--- src/rtl/ppm_rx_ctrl.sv ---
// rtl/ppm_rx_ctrl.sv - 1-of-4 PPM receive frame controller (optional PPM_RX_BYTECNT_EN adds rx_byte_cnt)
module ppm_rx_ctrl #(
  parameter int SLOT_CLKS = 16,
  parameter int MAX_BYTES = 32
) (
  input  logic       clk16,
  input  logic       rst_n,
  input  logic       Din,
  input  logic       sof_rcv_in,
  output logic       eof_rcv_out,
  output logic [7:0] out_data,
  output logic       out_valid,
  input  logic       out_ready,
  output logic       frame_done,
  output logic       frame_err,
`ifdef PPM_RX_BYTECNT_EN
  output logic [7:0] rx_byte_cnt,
`endif
  output logic [1:0] err_code
);

  localparam int CW = $clog2(SLOT_CLKS);
  localparam logic [CW-1:0] SLOT_MID  = CW'(SLOT_CLKS / 2);
  localparam logic [CW-1:0] SLOT_LAST = CW'(SLOT_CLKS - 1);
  localparam logic [7:0]    MAX_B     = 8'(MAX_BYTES);

  typedef enum logic [1:0] {IDLE, RX, DONE, ERR} state_t;

  state_t          state;
  logic            din_m, din_s;
  logic [CW-1:0]   slot_cnt;
  logic [1:0]      slot_idx;
  logic [1:0]      sym_idx;
  logic [1:0]      pulse_cnt;
  logic [1:0]      first_slot;
  logic [7:0]      byte_acc;
  logic [7:0]      byte_next;
  logic [7:0]      byte_cnt;
  logic            slot_end, sym_end, pulse_now;

`ifdef PPM_RX_BYTECNT_EN
  assign rx_byte_cnt = byte_cnt;
`endif

  assign slot_end  = (state == RX) && (slot_cnt == SLOT_LAST);
  assign sym_end   = slot_end && (slot_idx == 2'd3);
  assign pulse_now = (state == RX) && (slot_cnt == SLOT_MID) && !din_s;

  // Two-flop synchroniser; idle line level is high
  always_ff @(posedge clk16 or negedge rst_n) begin
    if (!rst_n) begin
      din_m <= 1'b1;
      din_s <= 1'b1;
    end else begin
      din_m <= Din;
      din_s <= din_m;
    end
  end

  // Byte under assembly with the current symbol's slot index merged in
  always_comb begin
    byte_next = byte_acc;
    byte_next[{sym_idx, 1'b0} +: 2] = first_slot;
  end

  // Frame FSM, slot timing, symbol decode and output holding register
  always_ff @(posedge clk16 or negedge rst_n) begin
    if (!rst_n) begin
      state       <= IDLE;
      slot_cnt    <= '0;
      slot_idx    <= '0;
      sym_idx     <= '0;
      pulse_cnt   <= '0;
      first_slot  <= '0;
      byte_acc    <= '0;
      byte_cnt    <= '0;
      out_data    <= '0;
      out_valid   <= 1'b0;
      frame_done  <= 1'b0;
      frame_err   <= 1'b0;
      eof_rcv_out <= 1'b0;
      err_code    <= 2'b00;
    end else begin
      frame_done  <= 1'b0;
      frame_err   <= 1'b0;
      eof_rcv_out <= 1'b0;
      if (out_valid && out_ready) out_valid <= 1'b0;

      case (state)
        IDLE: begin
          if (sof_rcv_in) begin
            state      <= RX;
            slot_cnt   <= '0;
            slot_idx   <= '0;
            sym_idx    <= '0;
            pulse_cnt  <= '0;
            first_slot <= '0;
            byte_acc   <= '0;
            byte_cnt   <= '0;
            err_code   <= 2'b00;
          end
        end
        RX: begin
          slot_cnt <= slot_cnt + 1'b1;
          if (slot_end) slot_idx <= slot_idx + 1'b1;
          if (pulse_now) begin
            if (pulse_cnt == 2'd0) first_slot <= slot_idx;
            if (pulse_cnt != 2'd2) pulse_cnt <= pulse_cnt + 1'b1;
          end
          if (sym_end) begin
            pulse_cnt <= '0;
            if (pulse_cnt == 2'd2) begin
              state       <= ERR;
              err_code    <= 2'b01;
              frame_err   <= 1'b1;
              eof_rcv_out <= 1'b1;
            end else if (pulse_cnt == 2'd1) begin
              byte_acc <= byte_next;
              sym_idx  <= sym_idx + 1'b1;
              if (sym_idx == 2'd3) begin
                if ((out_valid && !out_ready) || (byte_cnt == MAX_B)) begin
                  state       <= ERR;
                  err_code    <= 2'b11;
                  frame_err   <= 1'b1;
                  eof_rcv_out <= 1'b1;
                end else begin
                  out_data  <= byte_next;
                  out_valid <= 1'b1;
                  byte_cnt  <= byte_cnt + 8'd1;
                end
              end
            end else if ((sym_idx == 2'd0) && (byte_cnt != 8'd0)) begin
              state       <= DONE;
              frame_done  <= 1'b1;
              eof_rcv_out <= 1'b1;
            end else begin
              state       <= ERR;
              err_code    <= 2'b10;
              frame_err   <= 1'b1;
              eof_rcv_out <= 1'b1;
            end
          end
        end
        DONE:    state <= IDLE;
        ERR:     state <= IDLE;
        default: state <= IDLE;
      endcase
    end
  end

endmodule

--- config.mk ---
export PLATFORM = sky130hd
export DESIGN_NAME = ppm_rx_ctrl
export DESIGN_NICKNAME = d
export VERILOG_FILES = /design/src/rtl/ppm_rx_ctrl.sv
export SDC_FILE = /design/constraint.sdc
export NUM_CORES = 1
export LEC_CHECK = 0
export ABC_AREA = 1
export CAP_MARGIN = 20
export CORE_UTILIZATION = 37
export CTS_CLUSTER_DIAMETER = 60
export DETAILED_ROUTE_END_ITERATION = 10
export GPL_ROUTABILITY_DRIVEN = 0
export GPL_TIMING_DRIVEN = 0
export REMOVE_ABC_BUFFERS = 1
export SYNTH_ARGS = -nofsm -noshare
export SYNTH_HDL_FRONTEND = slang
export SYNTH_SLANG_ARGS = --single-unit
--- constraint.sdc ---
create_clock -name clk16 -period 3.89 [get_ports clk16]
set_clock_uncertainty 0.2 [all_clocks]
set_input_delay 0.778 -clock clk16 [delete_from_list [all_inputs] [get_ports clk16]]
set_output_delay 0.778 -clock clk16 [all_outputs]
set_load 0.01 [all_outputs]
==> out/qor.txt, run 1 <==
status - finished clean
initial core utilization - 39.4%
nets - 319
Min-Delay Path Class - reg2reg
CTS Buffer Depth - 2
final setup fails - 0
worst slew pin tran - 609 ps
Setup Slack @ Placement - 929 ps
drt total wl - 4530 µm
layout cell share with drive strength beyond 1 - 8.64%
nature of the critical path endpoint - flip-flop
Die Ht - 82.3 µm
CTS Root Cell - clkbuf_8
Seq/Total Area, Yosys - 48.3%
clock transition at the registers of the reported paths - 90 ps
most common cell after layout, fill and taps aside - nand2_1
clock tree sinks - 46
fin. max-slew vios - 0
RSZ-0062 raised after global routing - no
hpwl dp - 3280 µm
Residual DRC - 0
final worst slack - 1240 ps
CTS tree - yes
DR pass1 iterations - 4
setup TNS - 0 ps
worst skew pair latency - 300 ps
WP data arrival - 2640 ps
Startpoint Class - input port
vias in the first global route - 1,756
yosys warns - 0
Hold WS - 159 ps
DIE WIDTH - 82.3 µm
Synth Cell Area - 2390 µm²
ant diodes - 0
Via density - 4.94
Leak - 1.28 nW
largest net degree at the start of global routing - 27
Switching Share - 42.2%
GRT Overall Usage - 15.8%
cell count after synthesis - 279
WL/cell - 12.1 µm
Power Internal - 0.889 mW
Max IR drop VDD - 375 µV
Die Footprint - 6770 µm²
Maximum Capacitance Violations - 0
Slew headroom - 59.4%
Synth Area per Inst - 8.55 µm²
CTS resizes - 0
first-pass GRT wire length - 8040 µm
total grt overflow - 0
DR vias - 1,856
Synth cell types - 31
Area Growth Syn to Fin - 14.7%
Sw Pwr - 0.648 mW
Max Clk Rate - 0.377 GHz
IO Pins - 19
combinational share of power - 40.2%
Max FO, Critical Path - 14
CTS Buf Count - 5
antenna violations before repair - 0
most frequent cells in the layout - nand2_1 (67), dfrtp_1 (44), inv_1 (42)
Core Rows - 28
Final Hold Viols - 0
H-tree depth - 2
synthesis-stage register bit count - 46
filler cell count - 604
WP data required - 3880 ps
# hold bufs at CTS - 0
Starting DRT DRC Count - 70
Post-CTS Setup Bufs - 0
Post-synth EDFFs - 0
sequential share of power - 40.1%
Synth async-reset ratio - 100%
Final min period - 2650 ps
fin util - 45.2%
core area - 6060 µm²
main flop type after synthesis - dfrtp_1
clock share of power - 19.6%
PD cells - 561 nW/µm²
Setup CP Type - in2reg
input/output buffers - 18
final worst path period share - 68.2%
Antenna Nets Post-Route - 0
flip-flops by register name, summed over array words and instances (netlist names):
name,count
first_slot,2
frame_done,1
slot_idx,2
out_data,8
sym_idx,2
frame_err,1
out_valid,1
pulse_cnt,2
din_s,1
err_code,2
din_m,1
byte_cnt,8
state,2
byte_acc,8
slot_cnt,4
eof_rcv_out,1
power by group through the flow:
stage	combinational, mW	clock (mW)	sequential (mW)
2_1_floorplan	0.446	0	0.619
5_1_grt	0.715	0.334	0.626
3_3_place_gp	0.603	0	0.626
6_report	0.619	0.302	0.617
4_1_cts	0.623	0.316	0.617
3_5_place_dp	0.619	0	0.625
kinds of logic (layout without fill, tap and decap cells):
| group | Yosys count | after routing | synth area share, % |
|---|---|---|---|
| fa+ha+maj | 14 | 14 | 7.34 |
| buf+inv | 49 | 71 | 8.13 |
| flops | 46 | 46 | 48.3 |
| xor+xnor | 3 | 3 | 1.10 |
| compound gates | 47 | 47 | 12.5 |
| simple gates | 120 | 120 | 22.6 |
cell usage after synthesis, types with 6 or more instances:
library cell | number | area (µm²)
nand4_1 | 6 | 37.5
o21ai_0 | 10 | 50.1
inv_1 | 42 | 158
nand3_1 | 14 | 70.1
nor2_1 | 20 | 75.1
nand2_1 | 67 | 251
o21ai_2 | 6 | 52.6
ha_1 | 14 | 175
o21ai_1 | 8 | 40.0
dfrtp_1 | 44 | 1100
o22ai_1 | 14 | 87.6
layer usage:
metal / global-route usage (%) / up-vias / wire length [µm]
met1: 21.4 / 872 / 2320
met2: 24.8 / 25 / 2020
met3: 3.30 / 5 / 144
met4: 5.79 / 0 / 49
met5: 0 / - / 0
li1: - / 954 / -
area by class of cell:
cell class	instances	area (µm²)	share of cell area, %
Multi-Input combinational cell	184	1040	37.9
Clock buffer	7	86.3	3.15
Tap cell	75	93.8	3.43
Sequential cell	46	1150	42.1
Timing Repair Buffer	19	195	7.13
Clock inverter	1	5.00	0.183
Inverter	44	165	6.03
worst max-delay path: stages:
cell and delay [ps]:
clkdlybuf4s50_1 490, nand2_1 90, nand2_4 120, nand2_1 100, a21oi_2 470, nand2_2 350, nand2_1 170, o21ai_2 60
stage by stage:
stage	area (µm²)	instances	total power, mW
final	2740	376	1.54
after global routing	2740	376	1.68
after CTS	2740	376	1.56
after detailed placement	2650	368	1.24
after global placement	2630	367	1.23
after floorplan	2360	274	1.06
final timing paths:
| path | startpoint | endpoint | slack, ps | depth (start not counted) |
|---|---|---|---|---|
| max | sof_rcv_in | byte_cnt[4] | 1240 | 8 |
| min | din_m | din_s | 160 | 0 |
| max reg2reg | state[0] | byte_cnt[4] | 1330 | 9 |
| min reg2reg | din_m | din_s | 160 | 0 |
| max in group asynchronous | rst_n | din_s | 2680 | 2 |
| min in group asynchronous | rst_n | byte_cnt[2] | 230 | 1 |
Power figures use the tool's default switching activity.
==> run 2: changes to the inputs <==
Clock period 3.89 ns to 2.3 ns, I/O delays scaled along.
==> run 2 against run 1 <==
Total power is 73% higher. Hold slack hardly changed. Count of clock-buffer cells in the layout stayed put. Clock power is 71% higher. Sequential power is 70% higher. Global-route usage is 0.26 points higher. Critical path type is now reg2reg. Critical endpoint is now byte_acc[5].
==> out/qor.txt, run 2 (synthesis results as in run 1) <==
nets - 321 (was 319)
total grt overflow - 0 (unchanged)
Crit path top cell by count - nand2_1 (unchanged)
layout cell share with drive strength beyond 1 - 9.57% (was 8.64%)
largest net degree at the start of global routing - 27 (unchanged)
H-tree depth - 2 (unchanged)
Startpoint Class - flip-flop (was input port)
DR pass1 iterations - 4 (unchanged)
PD cells - 960 nW/µm² (was 561 nW/µm²)
input/output buffers - 18 (unchanged)
worst slew pin tran - 499 ps (was 609 ps)
CP cell instances - ha_1, nand2_1, nor2_1, nand2_1, nand2_1, nand4_1, o22ai_1 (was clkdlybuf4s50_1, nand2_1, nand2_4, nand2_1, a21oi_2, nand2_2, nand2_1, o21ai_2)
hpwl dp - 3280 µm (unchanged)
Max FO, Critical Path - 10 (was 14)
WP data arrival - 2100 ps (was 2640 ps)
nature of the critical path endpoint - flip-flop (unchanged)
largest registers - byte_acc x8, byte_cnt x8, out_data x8 (unchanged)
Final Hold Viols - 0 (unchanged)
DR vias - 1,853 (was 1,856)
Die Ht - 82.3 µm (unchanged)
placed inst area - 2650 µm² (unchanged)
RSZ-0062 raised after global routing - no (unchanged)
vias in the first global route - 1,791 (was 1,756)
Hold WS - 159 ps (about the same)
Antenna Nets Post-Route - 0 (unchanged)
Residual DRC - 0 (unchanged)
Setup Slack @ Placement - -343 ps (was 929 ps)
first-pass GRT wire length - 8160 µm (was 8040 µm)
Min-Delay Path Class - reg2reg (unchanged)
drt total wl - 4590 µm (was 4530 µm)
cell area after layout - 2770 µm² (was 2740 µm²)
final setup fails - 0 (unchanged)
CTS tree - yes (unchanged)
fin. max-slew vios - 0 (unchanged)
Max Clk Rate - 0.477 GHz
Maximum Capacitance Violations - 0 (unchanged)
IO Pins - 19 (unchanged)
final worst path period share - 91.2%
setup TNS - 0 ps (unchanged)
Final min period - 2100 ps
ant diodes - 0 (unchanged)
Crit path largest cell delay - 400 ps (was 490 ps)
Max IR drop VDD - 636 µV (was 375 µV)
WP data required - 2310 ps (was 3880 ps)
antenna violations before repair - 0 (unchanged)
fin util - 45.7% (was 45.2%)
Setup CP Type - reg2reg (was in2reg)
Core Rows - 28 (unchanged)
initial core utilization - 39.4% (unchanged)
DIE WIDTH - 82.3 µm (unchanged)
Die Footprint - 6770 µm² (unchanged)
most common cell after layout, fill and taps aside - nand2_1 (unchanged)
most frequent cells in the layout - nand2_1 (67), dfrtp_1 (44), inv_1 (41) (was nand2_1 (67), dfrtp_1 (44), inv_1 (42))
CTS Buf Count - 5 (unchanged)
core area - 6060 µm² (unchanged)
CTS Buffer Depth - 2 (unchanged)
status - finished clean (unchanged)
Via density - 4.90 (was 4.94)
WL/cell - 12.1 µm (about the same)
Starting DRT DRC Count - 55 (was 70)
clock transition at the registers of the reported paths - 90 ps (about the same)
CTS Root Cell - clkbuf_8 (unchanged)
GRT Overall Usage - 16.1% (was 15.8%)
clock tree sinks - 46 (unchanged)
worst skew pair latency - 300 ps (about the same)
slowest CP cell - nand4_1 (was clkdlybuf4s50_1)
Area Growth Syn to Fin - 16.2% (was 14.7%)
Slew headroom - 66.8% (was 59.4%)
Leak - 1.29 nW (was 1.28 nW)
final worst slack - 202 ps (was 1240 ps)
## run 2: worst max-delay path, delay by kind of cell, from the launching register on
kind	cells	cell delay [ps]
AO/OA/AOI/OAI	1	330
adder cells (fa/ha/maj)	1	170
AND/OR/NAND/NOR	5	910
flip-flops	1	380
## run 2: metal layers
metal	wire (µm)	GRT usage, %	vias up
met4	72	6.49	0
met2	2040	25.0	28
met3	149	3.30	7
met1	2330	21.7	861
met5	0	0	-
li1	-	-	957
## run 2: worst paths after layout
kind,start,end,slack [ps],depth (start not counted)
max,slot_cnt[1],byte_acc[5],200,7
min,din_m,din_s,160,0
max reg2reg,slot_cnt[1],byte_acc[5],200,7
min reg2reg,din_m,din_s,160,0
max in group asynchronous,rst_n,din_s,860,3
min in group asynchronous,rst_n,byte_cnt[2],460,2
## run 2: cell type report
type / count / area [µm²]
fillers: 602 / 3290
flip-flops and latches: 46 / 1150
multi-input cells: 184 / 1060
repair buffers: 21 / 213
inverters: 44 / 165
well taps: 75 / 93.8
clock buffers: 7 / 86.3
clock inverters: 1 / 5.00
## run 2: power breakdown
group | switching [mW] | internal, mW | total (mW)
combinational | 0.737 | 0.360 | 1.10
sequential | 0.119 | 0.929 | 1.05
clock | 0.273 | 0.243 | 0.516
## run 2: through the flow
stage	instances	power, mW
after global routing	378	2.89
after CTS	378	2.68
after floorplan	274	1.80
after global placement	367	2.08
after detailed placement	368	2.10
final	378	2.66
## run 2: what timing repair did
action	4_1_cts	5_1_grt
endpoints found under the hold margin	20	0
setup endpoints to repair	8	3
buffers inserted	1	0
gates resized for setup	2	3
hold buffers	1	0
